`config.mk`:
```
export PLATFORM = sky130hd
export DESIGN_NAME = tdc_therm_accum
export DESIGN_NICKNAME = d
export VERILOG_FILES = /design/src/rtl/tdc_therm_accum.sv
export SDC_FILE = /design/constraint.sdc
export NUM_CORES = 1
export LEC_CHECK = 0
export CAP_MARGIN = 20
export CORE_AREA = 2 2 55 108
export CTS_CLUSTER_DIAMETER = 120
export DETAILED_ROUTE_END_ITERATION = 6
export DIE_AREA = 0 0 57 110
export GPL_TIMING_DRIVEN = 0
export HOLD_SLACK_MARGIN = 0.15
export PLACE_DENSITY_LB_ADDON = 0.15
export SLEW_MARGIN = 5
export SYNTH_ARGS = -nofsm -noshare
export SYNTH_HDL_FRONTEND = slang
export SYNTH_SLANG_ARGS = --single-unit
```
`constraint.sdc`:
```
create_clock -name clk -period 5.25 [get_ports clk]
set_clock_uncertainty 0.05 [all_clocks]
set_input_delay 1.05 -clock clk [delete_from_list [all_inputs] [get_ports clk]]
set_output_delay 1.05 -clock clk [all_outputs]
set_load 0.005 [all_outputs]
```
`src/rtl/tdc_therm_accum.sv`:
```
// tdc_therm_accum: synchronises a vernier-TDC thermometer code, captures it a fixed delay after each shot edge and accumulates N codes.
// Optional macro TDC_HIST_EN adds nine 8-bit saturating histogram bins.
`default_nettype none

module tdc_therm_accum (
  input  logic       clk,
  input  logic       rst_n,
  input  logic [7:0] therm_in,
  input  logic       shot,
  input  logic       arm,
  input  logic [1:0] n_sel,
  input  logic       rd_ack,
  output logic       busy,
  output logic       res_valid,
  output logic [9:0] sum,
  output logic [3:0] last_code,
  output logic [6:0] bubble_cnt,
  input  logic [3:0] hist_sel,
  output logic [7:0] hist_out
);

  localparam logic [2:0] IDLE      = 3'd0;
  localparam logic [2:0] WAIT_SHOT = 3'd1;
  localparam logic [2:0] SETTLE    = 3'd2;
  localparam logic [2:0] CAPTURE   = 3'd3;
  localparam logic [2:0] DONE      = 3'd4;

  logic [7:0] therm_s1, therm_s2;
  logic       shot_s1, shot_s2;
  logic       shot_edge;
  logic [2:0] state;
  logic [1:0] settle_cnt;
  logic [6:0] samp_cnt;
  logic [6:0] samp_next;
  logic [6:0] n_target;
  logic [1:0] n_lat;
  logic [3:0] code;
  logic       is_therm;

  always_ff @(posedge clk) begin
    if (!rst_n) begin
      therm_s1 <= '0;
      therm_s2 <= '0;
      shot_s1  <= 1'b0;
      shot_s2  <= 1'b0;
    end else begin
      therm_s1 <= therm_in;
      therm_s2 <= therm_s1;
      shot_s1  <= shot;
      shot_s2  <= shot_s1;
    end
  end

  assign shot_edge = shot_s1 & ~shot_s2;

  always_comb begin
    code = '0;
    for (int i = 0; i < 8; i++) begin
      code = code + {3'b000, therm_s2[i]};
    end
  end

  // A valid thermometer word is 2^k-1, i.e. it shares no set bit with itself plus one.
  assign is_therm  = ((therm_s2 & (therm_s2 + 8'd1)) == 8'd0);
  assign n_target  = 7'd1 << {n_lat, 1'b0};
  assign samp_next = samp_cnt + 7'd1;

  always_ff @(posedge clk) begin
    if (!rst_n) begin
      state      <= IDLE;
      settle_cnt <= '0;
      samp_cnt   <= '0;
      n_lat      <= '0;
      sum        <= '0;
      last_code  <= '0;
      bubble_cnt <= '0;
    end else begin
      case (state)
        IDLE: begin
          if (arm) begin
            sum        <= '0;
            bubble_cnt <= '0;
            samp_cnt   <= '0;
            n_lat      <= n_sel;
            state      <= WAIT_SHOT;
          end
        end
        WAIT_SHOT: begin
          if (shot_edge) begin
            settle_cnt <= 2'd3;
            state      <= SETTLE;
          end
        end
        SETTLE: begin
          // Leaving as the counter reaches zero puts CAPTURE four cycles after the edge pulse.
          settle_cnt <= settle_cnt - 2'd1;
          if (settle_cnt == 2'd1) begin
            state <= CAPTURE;
          end
        end
        CAPTURE: begin
          sum       <= sum + {6'd0, code};
          last_code <= code;
          samp_cnt  <= samp_next;
          if (!is_therm) begin
            bubble_cnt <= bubble_cnt + 7'd1;
          end
          state <= (samp_next == n_target) ? DONE : WAIT_SHOT;
        end
        DONE: begin
          if (rd_ack) begin
            state <= IDLE;
          end
        end
        default: state <= IDLE;
      endcase
    end
  end

  assign busy      = (state == WAIT_SHOT) || (state == SETTLE) || (state == CAPTURE);
  assign res_valid = (state == DONE);

`ifdef TDC_HIST_EN
  logic [7:0] bins [9];

  always_ff @(posedge clk) begin
    if (!rst_n) begin
      for (int b = 0; b < 9; b++) begin
        bins[b] <= '0;
      end
    end else if (state == IDLE && arm) begin
      for (int b = 0; b < 9; b++) begin
        bins[b] <= '0;
      end
    end else if (state == CAPTURE) begin
      for (int b = 0; b < 9; b++) begin
        if (code == 4'(b) && bins[b] != 8'hFF) begin
          bins[b] <= bins[b] + 8'd1;
        end
      end
    end
  end

  always_comb begin
    hist_out = '0;
    if (hist_sel <= 4'd8) begin
      hist_out = bins[hist_sel];
    end
  end
`else
  logic unused_hist_sel;
  assign unused_hist_sel = ^hist_sel;
  assign hist_out        = '0;
`endif

endmodule

`default_nettype wire

```
==> impl_metrics.csv <==
group,metric,value,unit
status,status,"finished, final reports clean",
floorplanning,core.rowCount,38,
cells_and_area,n_antenna_cell,0,
setup_path,reg2reg_from,"therm_s2[0]",
sta,finalHoldViolations,0,
global_routing,grt_max_degree,17,
yosys,synthAdderAreaFrac,8.94,%
setup_path,crit_end,"sum[8]",
clock_network,hold_buffers,0,
sta,fin_setup_tns,0,ps
sta,setup_violations,0,
yosys,synthesis.area,0.00280,mm^2
yosys,synthXorXnorAreaFrac,2.14,%
setup_path,cpMostUsedCell,"fa_1",
floorplanning,core_area,0.00542,mm^2
floorplanning,initial_core_util,51.7,%
global_routing,grt_pass1_vias,2232,
clock_network,post-cts-setup-buffers,0,
sta,worst_slew_pin_slew,562,ps
sta,fmax,243,MHz
cells_and_area,area.growth.synth_to_final,19.6,%
global_routing,grt_pass1_wl,9800,um
yosys,synthTopCellsByCount,"53 x dfxtp_1, 24 x and2_1, 21 x nand2_1",
setup_path,arrival,4280,ps
sta,rsz0062_at_grt,"false",
cells_and_area,nets,397,
power_and_ir_drop,switching_share,25.3,%
setup_path,critPathKind,"flop to flop",
route,via_per_inst,5.37,
route,wl_per_cell,13.5,um
yosys,synth_top_family_by_area,"simple AND/OR/NAND/NOR gates",
placement,routabilityCongestion,0.792,
power_and_ir_drop,total_power,746,uW
yosys,syn-instance-count,311,
floorplanning,io_pins,50,
yosys,synth_top_area_share,37.9,%
power_and_ir_drop,p_int,558,uW
yosys,syn_area_per_cell,9.00,um^2
cells_and_area,drive_gt1_share,9.39,%
setup_path,cp-end-kind,"flop",
power_and_ir_drop,irDropWorstVdd,247,uV
global_routing,grt_usage,19.8,%
clock_network,h-tree-depth,2,
yosys,yosysWarnings,0,
floorplanning,die_w,57,um
setup_path,r2r_setup_slack,1130,ps
cells_and_area,nFillCells,517,
setup_path,path_buf_inv,2,
yosys,ys_types,51,
global_routing,antenna_found_initial,0,
floorplanning,die_area,0.00627,mm^2
placement,io_buffers,36,
setup_path,crit_cells,13,
yosys,synth_compound_gate_area_share,14.4,%
clock_network,clkTransAtPathRegs,100,ps
sta,slew_violations,0,
sta,finalCritPeriodShare,78.4,%
clock_network,clockRootBuffer,"clkbuf_8",
setup_path,path_max_fanout,5,
yosys,synth_mux_area_share,5.00,%
clock_network,cts.sinks,53,
setup_path,worst_ep_required_time,5410,ps
clock_network,clk-insertion-delay-late,300,ps
setup_path,startpoint_type,"flop",
setup_path,critPathSlowestCell,"fa_1",
clock_network,cts_tree,"built",
power_and_ir_drop,pwr-share-seq,56.1,%
power_and_ir_drop,leakage,0.00137,uW
yosys,synth_edf_count,0,
yosys,synthTopCellsByArea,"dfxtp_1 38%, and2_1 5.4%, ha_1 5.4%, mux2i_1 5.0%, fa_1 3.6%",
clock_network,cts_resized,0,
power_and_ir_drop,power_density,223,mW/mm^2
floorplanning,chipHeight,110,um
clock_network,clk_path_buf_depth,2,
clock_network,numCtsBuffers,5,
sta,finalCriticalPeriod,4120,ps
yosys,ys_seq_area_share,37.9,%
route,first_iter_violations,57,
yosys,yosys.area.top_type,"dfxtp_1",
setup_path,slowest_delay,550,ps
route,route.detailed.drc,0,
setup_path,crit_chain,"inv_1 > fa_1 > fa_1 > fa_1 > inv_1 > ha_1 > fa_1 > fa_1 > a21o_1 > a21oi_1 > nor4_1 > mux2i_1 > and2_1",
global_routing,overflow,0,
cells_and_area,register_area,0.00106,mm^2
setup_path,cp-startpoint,"therm_s2[0]",
yosys,synth-simple-area-share,23.4,%
route,first_pass_iters,4,
route,vias,2268,
yosys,ys_seq_elements,53,
power_and_ir_drop,p_sw,189,uW
worst_hold_path,min_path_type,"flop to flop",
run,cap_violations,0,
setup_path,critical-path-top-delay-family,"adder cells",
route,ant_nets,0,
yosys,synthArstFlopShare,0,%
sta,slew_headroom,62.6,%
power_and_ir_drop,p_clk_share,30.7,%
setup_path,worst_r2r_endpoint,"sum[8]",
setup_path,r2r_cells,13,
cells_and_area,multi_input_comb_area,0.00154,mm^2
route,drt-total-wl,5710,um
yosys,ys.flop_type,"dfxtp_1",
power_and_ir_drop,power_frac_comb,13.2,%
yosys,yosysMostFrequentCell,"dfxtp_1",
placement,hpwl,4360,um
[worst min path at each step]
| stage | from | endpoint | cells after the start | slack (ps) |
|---|---|---|---|---|
| after detailed placement | therm_s1[5] | therm_s2[5] | 1 | 360 |
| after CTS | therm_s1[5] | therm_s2[5] | 1 | 390 |
| after global placement | therm_s1[5] | therm_s2[5] | 1 | 360 |
| after global routing | therm_s1[5] | therm_s2[5] | 1 | 410 |
| final | therm_s1[5] | therm_s2[5] | 1 | 380 |
| after floorplan | therm_s1[5] | therm_s2[5] | 1 | 360 |
[power by group through the flow]
stage	combinational (uW)	sequential [uW]	clock, uW
final	98.8	419	229
after floorplan	69.3	426	0
after global routing	111	421	247
after CTS	99.3	419	233
after detailed placement	98.8	428	0
after global placement	96.2	428	0
[worst register-to-register path, cell delays in order (launching register included)]
cell and delay, ps:
dfxtp_1 360, inv_1 90, fa_1 550, fa_1 430
fa_1 490, inv_1 40, ha_1 200, fa_1 510
fa_1 430, a21o_1 190, a21oi_1 300, nor4_1 110
mux2i_1 130, and2_1 150
[through the flow]
stage	instances	util (%)	cell area [um^2]	hold WS, ps	worst slack (ps)
5_1_grt	422	61.8	3350	414	902
3_5_place_dp	414	60.2	3260	364	1130
2_1_floorplan	318	-	2830	356	1340
3_3_place_gp	414	60.2	3260	364	1150
6_report	422	61.8	3350	384	1130
4_1_cts	422	61.8	3350	386	1130
[final cells by class]
type	count	share of cell area, %
buffer	26	4.90
clock buffer	6	2.17
clock inverter	2	0.411
inverter	17	1.91
multi-input combinational	222	45.9
sequential	53	31.7
tap	60	2.24
timing repair buffer	36	10.8
[cell families (layout without fill, tap and decap cells)]
logic type / after synthesis / after routing
compound gates: 58 / 58
xor+xnor: 6 / 6
fa+ha+maj: 17 / 17
buf+inv: 43 / 87
flops: 53 / 53
mux: 14 / 14
other cells: 1 / 8
simple gates: 119 / 119
[cell usage in the layout (no fill, tap or decap), types with 12 or more instances in the layout]
cell	count
inv_1	17
and2_1	24
nand2_1	21
dfxtp_1	53
clkdlybuf4s50_1	36
ha_1	12
nor2_1	14
nand3_1	12
mux2i_1	14
nor2b_1	15
[flip-flops by register name, indices dropped and copies added, names as in the netlist]
| name | count |
|---|---|
| state | 3 |
| shot_s1 | 1 |
| last_code | 4 |
| therm_s1 | 8 |
| bubble_cnt | 7 |
| therm_s2 | 8 |
| settle_cnt | 2 |
| sum | 10 |
| shot_s2 | 1 |
| samp_cnt | 7 |
| n_lat | 2 |
[per-layer routing]
layer	GRT usage, %	vias up	routed length [um]
met2	39.1	46	3210
li1	-	1143	-
met5	0	-	0
met4	7.81	0	119
met1	20.4	1070	2200
met3	2.45	9	173
Note: power is estimated with default switching activity, not from simulation.
